**src/rtl/network_sequencer.sv**
```systemverilog
// Word-serial front end for the NETWORK datapath: gathers an input vector,
// fires one inference, waits under a timeout and streams the result back.
module network_sequencer #(
  parameter int NUM_INPUTS     = 4,
  parameter int NUM_OUTPUTS    = 2,
  parameter int WORD_WIDTH     = 16,
  parameter int TIMEOUT_CYCLES = 64
) (
  input  logic                              CLK,
  input  logic                              RST,
  input  logic [WORD_WIDTH-1:0]             S_DATA,
  input  logic                              S_VALID,
  output logic                              S_READY,
  output logic [NUM_INPUTS*WORD_WIDTH-1:0]  NET_VALUES_IN,
  output logic                              NET_VALID_IN,
  input  logic [NUM_OUTPUTS*WORD_WIDTH-1:0] NET_VALUES_OUT,
  input  logic                              NET_VALID_OUT,
  output logic [WORD_WIDTH-1:0]             M_DATA,
  output logic                              M_VALID,
  input  logic                              M_READY,
  output logic                              M_LAST,
  output logic                              BUSY,
  output logic                              ERR,
  input  logic                              ERR_CLR,
  output logic [15:0]                       INFER_COUNT
);

  localparam int IW = (NUM_INPUTS > 1) ? $clog2(NUM_INPUTS) : 1;
  localparam int OW = (NUM_OUTPUTS > 1) ? $clog2(NUM_OUTPUTS) : 1;
  localparam int TW = $clog2(TIMEOUT_CYCLES);

  localparam logic [IW-1:0] IN_LAST  = IW'(NUM_INPUTS - 1);
  localparam logic [OW-1:0] OUT_LAST = OW'(NUM_OUTPUTS - 1);
  localparam logic [TW-1:0] T_LAST   = TW'(TIMEOUT_CYCLES - 1);

  typedef enum logic [1:0] {
    ST_LOAD,
    ST_FIRE,
    ST_WAIT,
    ST_DRAIN
  } state_t;

  state_t                state_q, state_d;
  logic [IW-1:0]         in_cnt_q, in_cnt_d;
  logic [OW-1:0]         out_cnt_q, out_cnt_d;
  logic [TW-1:0]         timer_q, timer_d;
  logic [WORD_WIDTH-1:0] ibuf_q [NUM_INPUTS];
  logic [WORD_WIDTH-1:0] ibuf_d [NUM_INPUTS];
  logic [WORD_WIDTH-1:0] obuf_q [NUM_OUTPUTS];
  logic [WORD_WIDTH-1:0] obuf_d [NUM_OUTPUTS];
  logic                  err_q, err_d;
  logic                  s_ready_q, s_ready_d;
  logic [15:0]           cnt_q, cnt_d;

  always_comb begin
    state_d   = state_q;
    in_cnt_d  = in_cnt_q;
    out_cnt_d = out_cnt_q;
    timer_d   = timer_q;
    ibuf_d    = ibuf_q;
    obuf_d    = obuf_q;
    cnt_d     = cnt_q;
    err_d     = err_q;
    if (ERR_CLR) err_d = 1'b0;
    unique case (state_q)
      ST_LOAD: begin
        if (S_VALID && s_ready_q) begin
          ibuf_d[in_cnt_q] = S_DATA;
          if (in_cnt_q == IN_LAST) begin
            in_cnt_d = '0;
            state_d  = ST_FIRE;
          end else begin
            in_cnt_d = in_cnt_q + 1'b1;
          end
        end
      end
      ST_FIRE: begin
        timer_d = '0;
        state_d = ST_WAIT;
      end
      ST_WAIT: begin
        timer_d = timer_q + 1'b1;
        // A result in the final wait cycle beats the timeout
        if (NET_VALID_OUT) begin
          for (int i = 0; i < NUM_OUTPUTS; i++)
            obuf_d[i] = NET_VALUES_OUT[i*WORD_WIDTH +: WORD_WIDTH];
          cnt_d   = cnt_q + 16'd1;
          state_d = ST_DRAIN;
        end else if (timer_q == T_LAST) begin
          err_d   = 1'b1;
          state_d = ST_LOAD;
        end
      end
      ST_DRAIN: begin
        if (M_READY) begin
          if (out_cnt_q == OUT_LAST) begin
            out_cnt_d = '0;
            state_d   = ST_LOAD;
          end else begin
            out_cnt_d = out_cnt_q + 1'b1;
          end
        end
      end
      default: state_d = ST_LOAD;
    endcase
    // Registered so that S_READY is low while RST is held
    s_ready_d = (state_d == ST_LOAD);
  end

  always_ff @(posedge CLK or posedge RST) begin
    if (RST) begin
      state_q   <= ST_LOAD;
      in_cnt_q  <= '0;
      out_cnt_q <= '0;
      timer_q   <= '0;
      err_q     <= 1'b0;
      s_ready_q <= 1'b0;
      cnt_q     <= '0;
      for (int i = 0; i < NUM_INPUTS; i++) ibuf_q[i] <= '0;
      for (int i = 0; i < NUM_OUTPUTS; i++) obuf_q[i] <= '0;
    end else begin
      state_q   <= state_d;
      in_cnt_q  <= in_cnt_d;
      out_cnt_q <= out_cnt_d;
      timer_q   <= timer_d;
      err_q     <= err_d;
      s_ready_q <= s_ready_d;
      cnt_q     <= cnt_d;
      ibuf_q    <= ibuf_d;
      obuf_q    <= obuf_d;
    end
  end

  for (genvar g = 0; g < NUM_INPUTS; g++) begin : g_vin
    assign NET_VALUES_IN[g*WORD_WIDTH +: WORD_WIDTH] = ibuf_q[g];
  end

  assign S_READY      = s_ready_q;
  assign NET_VALID_IN = (state_q == ST_FIRE);
  assign BUSY         = (state_q != ST_LOAD);
  assign M_VALID      = (state_q == ST_DRAIN);
  assign M_DATA       = M_VALID ? obuf_q[out_cnt_q] : '0;
  assign M_LAST       = M_VALID && (out_cnt_q == OUT_LAST);
  assign ERR          = err_q;
  assign INFER_COUNT  = cnt_q;

endmodule
```
**config.mk**
```make
export PLATFORM = sky130hd
export DESIGN_NAME = network_sequencer
export DESIGN_NICKNAME = d
export VERILOG_FILES = /design/src/rtl/network_sequencer.sv
export SDC_FILE = /design/constraint.sdc
export NUM_CORES = 1
export LEC_CHECK = 0
export BUFFER_PORTS_ARGS = -buffer_cell sky130_fd_sc_hd__buf_2
export CAP_MARGIN = 0
export CORE_MARGIN = 2
export CORE_UTILIZATION = 52
export CTS_CLUSTER_DIAMETER = 100
export DETAILED_ROUTE_END_ITERATION = 8
export GPL_TIMING_DRIVEN = 0
export HOLD_SLACK_MARGIN = 0.03
export PLACE_DENSITY = 0.81
export SLEW_MARGIN = 30
export SYNTH_ARGS = -nofsm -noshare
export SYNTH_HDL_FRONTEND = slang
export SYNTH_SLANG_ARGS = --single-unit
```
**constraint.sdc**
```tcl
create_clock -name CLK -period 5 [get_ports CLK]
set_input_delay 0.25 -clock CLK [delete_from_list [all_inputs] [get_ports CLK]]
set_output_delay 0.25 -clock CLK [all_outputs]
set_load 0.01 [all_outputs]
```
* Yosys cells after proc, flatten, opt, wreduce, memory -nomap -nowiden *
Cells that the tools add are included.

word-level totals
  flip-flop bits (word level) = 125
  bits of input ports = 54
  output and inout bits = 102
  word-level logic and storage cells = 58

operators by class
  add/subtract/negate cells = 4
  order comparisons = 3
  equality and inequality tests = 5
  mux-type cells = 21
  bitwise operators = 2
  reduce and logical (&&, ||, !) cells = 10

operator list
  cell                     count
  $mux W16                 5
  $bwmux W64               1
  $demux W16 S2            1
  $add A16 B1 Y16 const B  1
  $mux W2                  7
  $pmux W6 S2              1
  $pmux W2 S4              1
  $add A6 B1 Y6 const B    1
  $eq A2 B2 Y1 const B     3
  $eq A6 B6 Y1 const B     1
  $reduce_and A2 Y1        3
  $mux W1                  5
  $logic_not A2 Y1         2
  $reduce_bool A2 Y1       2
  $ge A3 B3 Y1 const B     1
  $logic_and A1 B1 Y1      3
  $lt A3 B1 Y1 const B     1
  $not A2 Y3               1
  $add A2 B1 Y2 const B    1
  $eq A2 B1 Y1 const B     1
  $ge A2 B2 Y1 const B     1
  $not A1 Y2               1
  $add A1 B1 Y1 const B    1

* Logic depth before layout (Yosys ltp) *
Gate-level depths: netlist of run 1.

  word-level depth = 6
  depth in mapped cells = 7
  depth with buffers taken out = 6

* Worst setup path before layout of run 1 *
No wires, ideal clock.

  kind = reg2reg
  start point = register state_q[1]
  end point = register ibuf_q, in the netlist NET_VALUES_IN[0]
  setup time = 0.125 ns
  data arrival time = 1.653 ns
  required time = 4.875 ns
  setup slack = 3.222 ns
  stages on the path, launching flop included = 8
  buffers on the path = 2
  period minus slack after synthesis = 1.778 ns
  path through = dfrtp_1 > inv_1 > ha_1 > and3_1 > buf_4 > nand2_2 > buf_4 > mux2_2

between the ends
  cells in the longest elaborated chain, start to end = 2

RTL lines
  element                      line  text
  start, declared              43    state_t state_q, state_d;
  start signal, assigned       122   state_q <= state_d;
  $logic_not A2 Y1             65    unique case (state_q)
  $reduce_and A2 Y1 (no line)  --
  end signal, assigned         129   ibuf_q <= ibuf_d;
  end, declared                47    logic [WORD_WIDTH-1:0] ibuf_q [NUM_INPUTS];

No other way between the ends.
A chain may end at the register's enable or synchronous reset.

* Worst setup path in the final report of run 1 *
  start point = register state_q[1]
  end point = output M_DATA[6]

between the ends
  cells in the longest elaborated chain, start to end = 2

RTL lines
  element        line  text
  $eq A2 B2 Y1   141   assign M_VALID = (state_q == ST_DRAIN);
  $mux W16       142   assign M_DATA = M_VALID ? obuf_q[out_cnt_q] : '0;
  end, declared  18    output logic [WORD_WIDTH-1:0] M_DATA,

No other way between the ends.

==> metrics.yaml, run 1 <==
status: "finished clean"
crit_cells: 5
hold_viol_final: 0
power_mw: 4.48
start_util_pct: 52.7
rr_startpoint: "state_q[1]$_DFF_PP0_"
max_stage_delay_ns: 0.46
slew_viol_final: 0
p_clk_share_pct: 28.8
core_area_um2: 10200
dr_total_vias: 4221
cts_tree: "yes"
p_sw_mw: 1.50
syn_area_per_cell_um2: 11.8
nets: 744
p_comb_share_pct: 33.9
clkTransAtPathRegs_ns: 0.06
cts.sinks: 125
async_flop_share_pct: 100
grt_antenna_before_repair: 0
grt_max_degree: 68
peakVddDrop_uv: 331
crit_fanout: 10
vias_per_cell: 5.10
rsz0062_at_grt: "false"
crit_slowest_cell: "dfrtp_1"
ios: 156
synth_top_cell_by_area: "dfrtp_1"
port_buffers: 155
cp.required_ns: 4.75
area_growth_pct: 39.6
fin_skew_ns: 0.00908
p_int_mw: 2.98
leakagePower_nw: 3.89
die_area_um2: 11100
crit_chain: "ha_1, clkbuf_1, clkbuf_1, nor2b_1, buf_2"
slew_headroom_pct: 65.6
synth_top_area_share_pct: 58.3
grt_pass1_wl_um: 21400
synth-seq-cells: 125
postRouteAntennaNets: 0
cp.arrival_ns: 2.38
hp-class: "input port to flip-flop"
die_y_um: 106
drv_cap: 0
ys.flop_type: "dfrtp_1"
crit_top_cell: "clkbuf_1"
drt_iter0_markers: 188
p_seq_share_pct: 37.3
hold_depth: 3
dpl.hpwl_um: 8480
p_per_area_nw_per_um2: 598
cp-end-kind: "primary output"
tightest_slew_ns: 0.517
swShare_pct: 33.5
ys_top_cells_by_area: "dfrtp_1 (58%), mux2_2 (13%), nand2_1 (7.9%)"
wl_per_cell_um: 16.2
cts_resized: 0
cp-startpoint: "state_q[1]$_DFF_PP0_"
finalSetupTns_ns: 0
clock-root-buffer: "clkbuf_8"
cts_setup_buffers: 0
layout_common_cells: "buf_2 (162), dfrtp_1 (125), nand2_1 (113), mux2_2 (64), dlygate4sd3_1 (51)"
dpl_worst_slack_ns: 2.92
setup_ws_ns: 2.37
clockBufferDepth: 2
ys_types: 32
layout_commonest_cell: "buf_2"
diodes: 0
clk_latency_ns: 0.51
grt_pass1_vias: 4347
cp.buffers_inverters: 3
hold_start: "NET_VALID_OUT"
drive_gt1_share_pct: 39.3
synth_edf_count: 0
numCtsBuffers: 17
overflow: 0
setup_viol: 0
die_width_um: 106
ctsHtreeMaxLevel: 4
synthCells: 453
seq_area_frac_synth_pct: 58.3
drt-total-wl_um: 13400
drc: 0
nFillCells: 675
clock.fmax_ghz: 0.380
place_congestion: 0.786
yosys_warnings: 0
final_area_um2: 7480
final_util_pct: 73.5
hold_buffers: 50
rows: 37
fin_crit_sh_pct: 52.7
placed_area_um2: 6340
drt-pass1-iter-count: 4
syn_nets: 518
syn_area_um2: 5360
reg2reg_depth: 7
grt_usage_pct: 24.6
timing.setup.critical_path_class: "flip-flop to primary output"
startpoint_type: "flip-flop"
period_minus_slack_ns: 2.63
path_delay_family: "buffers and inverters"
## final timing paths
path | slack [ns] | to
worst min register to register | 0.47 | INFER_COUNT[15]$_DFFE_PP0P_
worst max register to register | 2.90 | NET_VALUES_IN[23]$_DFFE_PP0P_
min in group asynchronous | 0.31 | INFER_COUNT[15]$_DFFE_PP0P_
worst max-delay path | 2.37 | M_DATA[6]
worst min-delay path | 0.12 | ERR$_DFF_PP0_
max in group asynchronous | 4.03 | NET_VALUES_IN[63]$_DFFE_PP0P_
## registers in the layout (all words and copies together) (netlist names)
register       flops
INFER_COUNT       16
obuf_q            32
state_q            2
ERR                1
out_cnt_q          1
NET_VALUES_IN     64
in_cnt_q           2
timer_q            6
S_READY            1
## synth_stat cells (3+ instances only)
master    instances
dfrtp_1         125
nand2_1         113
mux2_2           64
mux2i_1          17
nor2b_1          17
xnor2_1          13
ha_1             11
nand3_1          11
inv_1            10
o21ai_0           9
nor2_1            8
buf_2             7
buf_4             6
clkbuf_1          6
nand4_1           5
nand2_2           4
xor2_1            4
a21oi_1           3
## kinds of logic after synthesis
logic type                 share of synthesized area, %
xor gates and xnor gates                           2.78
muxes                                              16.6
DFF                                                58.3
adders and majority gates                          2.57
and+or+nand+nor                                    14.8
buffers and inverters                              2.61
AOI/OAI and AO/OA                                  2.33
## through the flow
stage,hold slack (ns),instances
after CTS,0.0324,827
after global placement,0.437,744
after floorplan,0.349,453
after detailed placement,0.311,745
final,0.122,828
after global routing,0.121,828
## layer usage
metal,track usage [%],routed length [um],vias to the layer above
li1,-,-,1971
met1,30.3,5430,2079
met2,42.3,6980,149
met3,5.13,736,22
met4,10.2,231,0
met5,0,0,-
## cell type report
type	count	area (um^2)	area share [%]
plain buffers	19	103	1.37
clock buffers	20	445	5.95
clock inverters	12	185	2.47
inverters	10	45.0	0.602
multi-input cells	299	2090	28.0
flip-flops and latches	125	3130	41.8
well taps	136	170	2.27
repair buffers	207	1310	17.6
## tightest hold or removal path: stages
cell and delay (ns):
buf_2 0.15, nand4b_1 0.13, o22ai_1 0.06
## power groups by stage
stage / sequential, mW / clock (mW) / combinational [mW]
finish: 1.67 / 1.29 / 1.52
global route: 1.72 / 1.36 / 1.65
CTS: 1.66 / 1.31 / 1.52
detailed placement: 1.68 / 0 / 1.48
global placement: 1.65 / 0 / 1.41
floorplan: 1.77 / 0 / 0.808
No activity file was read; power rests on OpenSTA's default activity.
==> run 2, diff against run 1 <==
--- a/config.mk
+++ b/config.mk
@@ -5,15 +5,16 @@
 export SDC_FILE = /design/constraint.sdc
 export NUM_CORES = 1
 export LEC_CHECK = 0
+export ABC_AREA = 1
 export BUFFER_PORTS_ARGS = -buffer_cell sky130_fd_sc_hd__buf_2
 export CAP_MARGIN = 0
 export CORE_MARGIN = 2
-export CORE_UTILIZATION = 52
+export CORE_UTILIZATION = 47
 export CTS_CLUSTER_DIAMETER = 100
 export DETAILED_ROUTE_END_ITERATION = 8
 export GPL_TIMING_DRIVEN = 0
 export HOLD_SLACK_MARGIN = 0.03
-export PLACE_DENSITY = 0.81
+export PLACE_DENSITY = 0.77
 export SLEW_MARGIN = 30
 export SYNTH_ARGS = -nofsm -noshare
 export SYNTH_HDL_FRONTEND = slang
==> constraint.sdc (replaced) <==
create_clock -name CLK -period 2.2 [get_ports CLK]
set_input_delay 0.11 -clock CLK [delete_from_list [all_inputs] [get_ports CLK]]
set_output_delay 0.11 -clock CLK [all_outputs]
set_load 0.01 [all_outputs]
==> run 2 against run 1 <==
Compared with the run above: utilization shrank 4.9 points; count of clock-buffer cells in the layout increased by 5; synthesized cell count increased by 35%; global-route usage increased by 0.56 points; via count is 16% higher; total power is 120% higher; sequential power rose by 130%; routed wire length increased by 11%; sequential share of layout area decreased by 0.098 points; clock power grew 130%; combinational power up 110%; critical path type unchanged.
==> metrics.yaml, run 2 <==
status: "finished clean"
start_util_pct: 48.7
cp-startpoint: "state_q[1]$_DFF_PP0_"
syn_nets: 675
drv_cap: 0
ctsHtreeMaxLevel: 4
wl_per_cell_um: 15.0
slew_headroom_pct: 61.5
cts.sinks: 125
slew_viol_final: 0
synth_top_cell_by_area: "dfrtp_1"
drt_iter0_markers: 342
crit_chain: "ha_1, clkbuf_2, o21ai_0, nor2_1, buf_2"
cts_tree: "yes"
grt_antenna_before_repair: 0
dpl_worst_slack_ns: 0.263
p_per_area_nw_per_um2: 1320
vias_per_cell: 4.94
path_delay_family: "buffers and inverters"
power_mw: 9.88
dpl.hpwl_um: 10000
layout_common_cells: "nand2_1 (218), buf_2 (160), dfrtp_1 (125), o21ai_0 (84), dlygate4sd3_1 (52)"
drt-total-wl_um: 14800
setup_ws_ns: 0.187
leakagePower_nw: 4.08
crit_cells: 5
synthCells: 610
regToRegEndpoint: "NET_VALUES_IN[37]$_DFFE_PP0P_"
layout_commonest_cell: "nand2_1"
postRouteAntennaNets: 0
seq_area_frac_synth_pct: 58.8
ys_types: 29
die_width_um: 110
max_stage_delay_ns: 0.43
reg2reg_depth: 8
synth-seq-cells: 125
port_buffers: 155
dp_cells: 909
nets: 904
setup_viol: 0
grt_pass1_wl_um: 24800
fin_skew_ns: 0.0104
synth_most_common_cell: "nand2_1"
synth_edf_count: 0
syn_area_per_cell_um2: 8.72
crit_slowest_cell: "dfrtp_1"
crit_end: "M_DATA[8]"
finalSetupTns_ns: 0
yosys_warnings: 0
synth_top_area_share_pct: 58.8
dr_total_vias: 4895
hold_viol_final: 0
grt_pass1_vias: 5083
peakVddDrop_uv: 913
die_y_um: 110
syn_area_um2: 5320
synth_compound_area_share_pct: 8.84
place_congestion: 0.804
instances_no_fill: 991
largest_reg_flops: 64
clock.fmax_ghz: 0.497
fin_crit_sh_pct: 91.5
cp.arrival_ns: 1.90
ios: 156
drc: 0
cp-end-kind: "primary output"
core_area_um2: 10900
async_flop_share_pct: 100
crit_fanout: 19
grt_max_degree: 33
die_area_um2: 12200
ff2ff_setup_slack_ns: 0.32
overflow: 0
synthXorXnorAreaFrac_pct: 1.65
synthTopCellsByCount: "nand2_1 (218), dfrtp_1 (125), o21ai_0 (84), nor2_1 (50), inv_1 (43)"
ys_top_cells_by_area: "dfrtp_1 (59%), nand2_1 (15%), o21ai_0 (7.9%)"
synthAdderAreaFrac_pct: 2.59
period_minus_slack_ns: 2.01
synth_top_family_by_area: "simple AND/OR/NAND/NOR gates"
tightest_slew_ns: 0.578
startpoint_type: "flip-flop"
cp.buffers_inverters: 2
clk_latency_ns: 0.42
yosys.area_share.simple_pct: 22.9
grt_usage_pct: 25.2
diodes: 0
numCtsBuffers: 17
area_growth_pct: 41.0
cp.required_ns: 2.09
drt-pass1-iter-count: 4
rr_startpoint: "state_q[0]$_DFF_PP0_"
rows: 38
synth.area.mux_share_pct: 0
ys.flop_type: "dfrtp_1"
timing.setup.critical_path_class: "flip-flop to primary output"
drive_gt1_share_pct: 24.1
clock-root-buffer: "clkbuf_16"
clockBufferDepth: 2
rsz0062_at_grt: "false"
clkTransAtPathRegs_ns: 0.05
hp-class: "input port to flip-flop"
==> run 2: cell type report <==
type | instances | area (um^2)
Clock buffer | 25 | 515
Inverter | 45 | 173
Clock inverter | 6 | 105
Multi-Input combinational cell | 415 | 1920
Tap cell | 140 | 175
Buffer | 24 | 105
Fill cell | 807 | 3430
Sequential cell | 125 | 3130
Timing Repair Buffer | 211 | 1380
==> run 2: timing repair <==
item                       in CTS  in global routing
setup endpoints to repair       9                  0
gates resized for setup         1                  0
setup buffers                   0                  0
hold endpoints to repair      106                  0
hold buffers                   52                  0
==> run 2: worst min-delay path by stage <==
stage,end,cells past startpoint,from,slack [ns]
2_1_floorplan,ERR$_DFF_PP0_,1,ERR_CLR,0.21
3_3_place_gp,ERR$_DFF_PP0_,2,ERR_CLR,0.29
3_5_place_dp,obuf_q[28]$_DFFE_PP0P_,2,RST,0.18
4_1_cts,state_q[1]$_DFF_PP0_,4,S_VALID,0.06
5_1_grt,state_q[1]$_DFF_PP0_,4,S_VALID,0.11
6_report,state_q[1]$_DFF_PP0_,4,S_VALID,0.07
==> run 2: kinds of logic after synthesis <==
logic type                 count (synthesis)
AOI/OAI and AO/OA                         93
xor gates and xnor gates                  10
adders and majority gates                 11
buffers and inverters                     70
DFF                                      125
and+or+nand+nor                          301
==> run 2: report_power, final <==
| part | leakage [nW] | internal, mW | switching, mW |
|---|---|---|---|
| combinational | 2.16 | 1.25 | 1.91 |
| clock | 0.309 | 1.95 | 0.966 |
| sequential | 1.61 | 3.22 | 0.577 |
==> run 2: worst register-to-register path, delay by kind of cell (launching register included) <==
kind                       cells  cell delay [ns]
buffers and inverters          3             0.71
DFF                            1             0.42
and+or+nand+nor                3             0.34
adders and majority gates      1             0.20
AOI/OAI and AO/OA              1             0.13
==> run 2: stage by stage <==
step | hold slack [ns] | util [%] | instance area (um^2)
3_3_place_gp | 0.294 | 57.4 | 6280
3_5_place_dp | 0.183 | 58.2 | 6360
6_report | 0.0736 | 68.6 | 7500
4_1_cts | 0.0556 | 68.6 | 7500
2_1_floorplan | 0.206 | - | 5330
5_1_grt | 0.107 | 68.6 | 7500
==> run 2: metal layers <==
metal | global-route usage [%] | vias up | wire length (um) | share of wire [%]
met5 | 0 | - | 0 | 0
met4 | 7.92 | 0 | 116 | 0.78
met3 | 8.89 | 10 | 1120 | 7.6
met2 | 43.6 | 182 | 7550 | 51
met1 | 29.4 | 2333 | 6060 | 41
li1 | - | 2370 | - | -
==> run 3, diff against run 2 <==
--- a/config.mk
+++ b/config.mk
@@ -14,7 +14,7 @@
 export DETAILED_ROUTE_END_ITERATION = 8
 export GPL_TIMING_DRIVEN = 0
 export HOLD_SLACK_MARGIN = 0.03
-export PLACE_DENSITY = 0.77
+export PLACE_DENSITY = 0.73
 export SLEW_MARGIN = 30
 export SYNTH_ARGS = -nofsm -noshare
 export SYNTH_HDL_FRONTEND = slang
==> run 3 against run 2 <==
Compared with the run above: clock skew about the same; first-iteration DRC count fell by 15%; sequential power about the same; non-clock buffer count did not move; global-route usage rose by 0.53 points; fmax grew 1.8%; routed wire length is 1.7% higher; hold slack better by 0.016 ns; critical path depth rose by 1; critical path type unchanged.
==> metrics.yaml, run 3 (same netlist as run 2, synthesis figures left out) <==
status: "finished clean"
dr_total_vias: 4913
peakVddDrop_uv: 1110
nets: 904
p_comb_share_pct: 32.8
crit_slowest_cell: "dfrtp_1"
hold_viol_final: 0
grt_antenna_before_repair: 0
cts_setup_buffers: 0
fin_crit_sh_pct: 89.9
start_util_pct: 48.7
hp-class: "input port to flip-flop"
dpl.hpwl_um: 9820
drt-total-wl_um: 15100
ctsHtreeMaxLevel: 4
die_y_um: 110
clk_latency_ns: 0.42
rows: 38
overflow: 0
finalSetupTns_ns: 0
postRouteAntennaNets: 0
place_congestion: 0.830
setup_viol: 0
p_sw_mw: 3.53
cp.required_ns: 2.09
crit_chain: "buf_2, clkinv_1, clkbuf_1, nor2_1, nor2_1, buf_2"
die_area_um2: 12200
clkTransAtPathRegs_ns: 0.05
slew_headroom_pct: 63.0
wl_per_cell_um: 15.2
port_buffers: 155
nFillCells: 869
numCtsBuffers: 17
vias_per_cell: 4.96
instances_no_fill: 991
drive_gt1_share_pct: 24.3
clock.fmax_ghz: 0.506
grt_max_degree: 28
layout_commonest_cell: "nand2_1"
cts_tree: "yes"
largest_reg_flops: 64
timing.setup.critical_path_class: "flip-flop to primary output"
p_per_area_nw_per_um2: 1300
grt_pass1_wl_um: 24800
grt_usage_pct: 25.7
ios: 156
p_clk_share_pct: 27.8
layout_common_cells: "nand2_1 (218), buf_2 (160), dfrtp_1 (125), o21ai_0 (84), dlygate4sd3_1 (52)"
clock-root-buffer: "clkbuf_16"
drt_iter0_markers: 289
p_int_mw: 6.15
area_growth_pct: 40.4
swShare_pct: 36.5
drt-pass1-iter-count: 4
cts.sinks: 125
grt_pass1_vias: 4919
die_width_um: 110
diodes: 0
cp-end-kind: "primary output"
fin_skew_ns: 0.0103
rsz0062_at_grt: "false"
cp.arrival_ns: 1.87
drc: 0
leakagePower_nw: 4.04
max_stage_delay_ns: 0.35
core_area_um2: 10900
period_minus_slack_ns: 1.98
dp_cells: 910
slew_viol_final: 0
tightest_slew_ns: 0.555
drv_cap: 0
startpoint_type: "flip-flop"
clockBufferDepth: 2
crit_fanout: 10
p_seq_share_pct: 39.4
whs_ns: 0.0893
-- run 3: power by group through the flow --
stage	clock network, mW	logic (mW)	registers (mW)
finish	2.69	3.18	3.81
global route	2.87	3.56	3.91
CTS	2.73	3.17	3.79
detailed placement	0	3.10	3.79
global placement	0	2.96	3.75
floorplan	0	1.59	3.98
-- run 3: path summary, 6_finish.rpt --
| path | from | to | cells past startpoint | slack (ns) |
|---|---|---|---|---|
| min reg2reg | obuf_q[16]$_DFFE_PP0P_ | obuf_q[16]$_DFFE_PP0P_ | 2 | 0.48 |
| max reg2reg | state_q[0]$_DFF_PP0_ | NET_VALUES_IN[12]$_DFFE_PP0P_ | 7 | 0.31 |
| min | S_VALID | state_q[1]$_DFF_PP0_ | 4 | 0.09 |
| min in group asynchronous | RST | NET_VALUES_IN[52]$_DFFE_PP0P_ | 3 | 0.23 |
| max | out_cnt_q$_DFFE_PP0P_ | M_DATA[14] | 6 | 0.22 |
| max in group asynchronous | RST | INFER_COUNT[0]$_DFFE_PP0P_ | 6 | 1.16 |
-- run 3: worst max-delay path, delay by kind of cell, from the launching register on --
family	cells	cell delay (ns)
buffers and inverters	4	0.86
DFF	1	0.35
and+or+nand+nor	2	0.23
-- run 3: final cells by class --
type | count | area (um^2) | share of cell area (%)
buffer | 23 | 100 | 1.34
clock buffer | 19 | 443 | 5.93
clock inverter | 12 | 123 | 1.64
inverter | 45 | 173 | 2.31
multi-input combinational | 415 | 1920 | 25.7
sequential | 125 | 3130 | 41.9
tap | 140 | 175 | 2.34
timing repair buffer | 212 | 1410 | 18.9
-- run 3: timing repair --
action                                  CTS  global route
gates resized for setup                   0             1
endpoints found under the hold margin   160             0
pin swaps                                 0             0
endpoints found under the setup margin    9             9
hold buffers                             52             0
-- run 3: layer usage --
metal	vias up	share of wire, %	track usage (%)
li1	2374	-	-
met1	2330	42	31.0
met2	188	50	43.4
met3	21	6.7	8.84
met4	0	1.9	8.33
met5	-	0	0
-- run 3: per-stage QoR --
step	cell area (um^2)	total power, mW	utilization, %	worst slack, ns
floorplan	5330	5.57	-	0.551
global placement	6280	6.71	57.4	-0.197
detailed placement	6390	6.88	58.4	0.322
CTS	7470	9.69	68.3	0.0162
global route	7470	10.3	68.3	0.0274
finish	7470	9.68	68.3	0.223
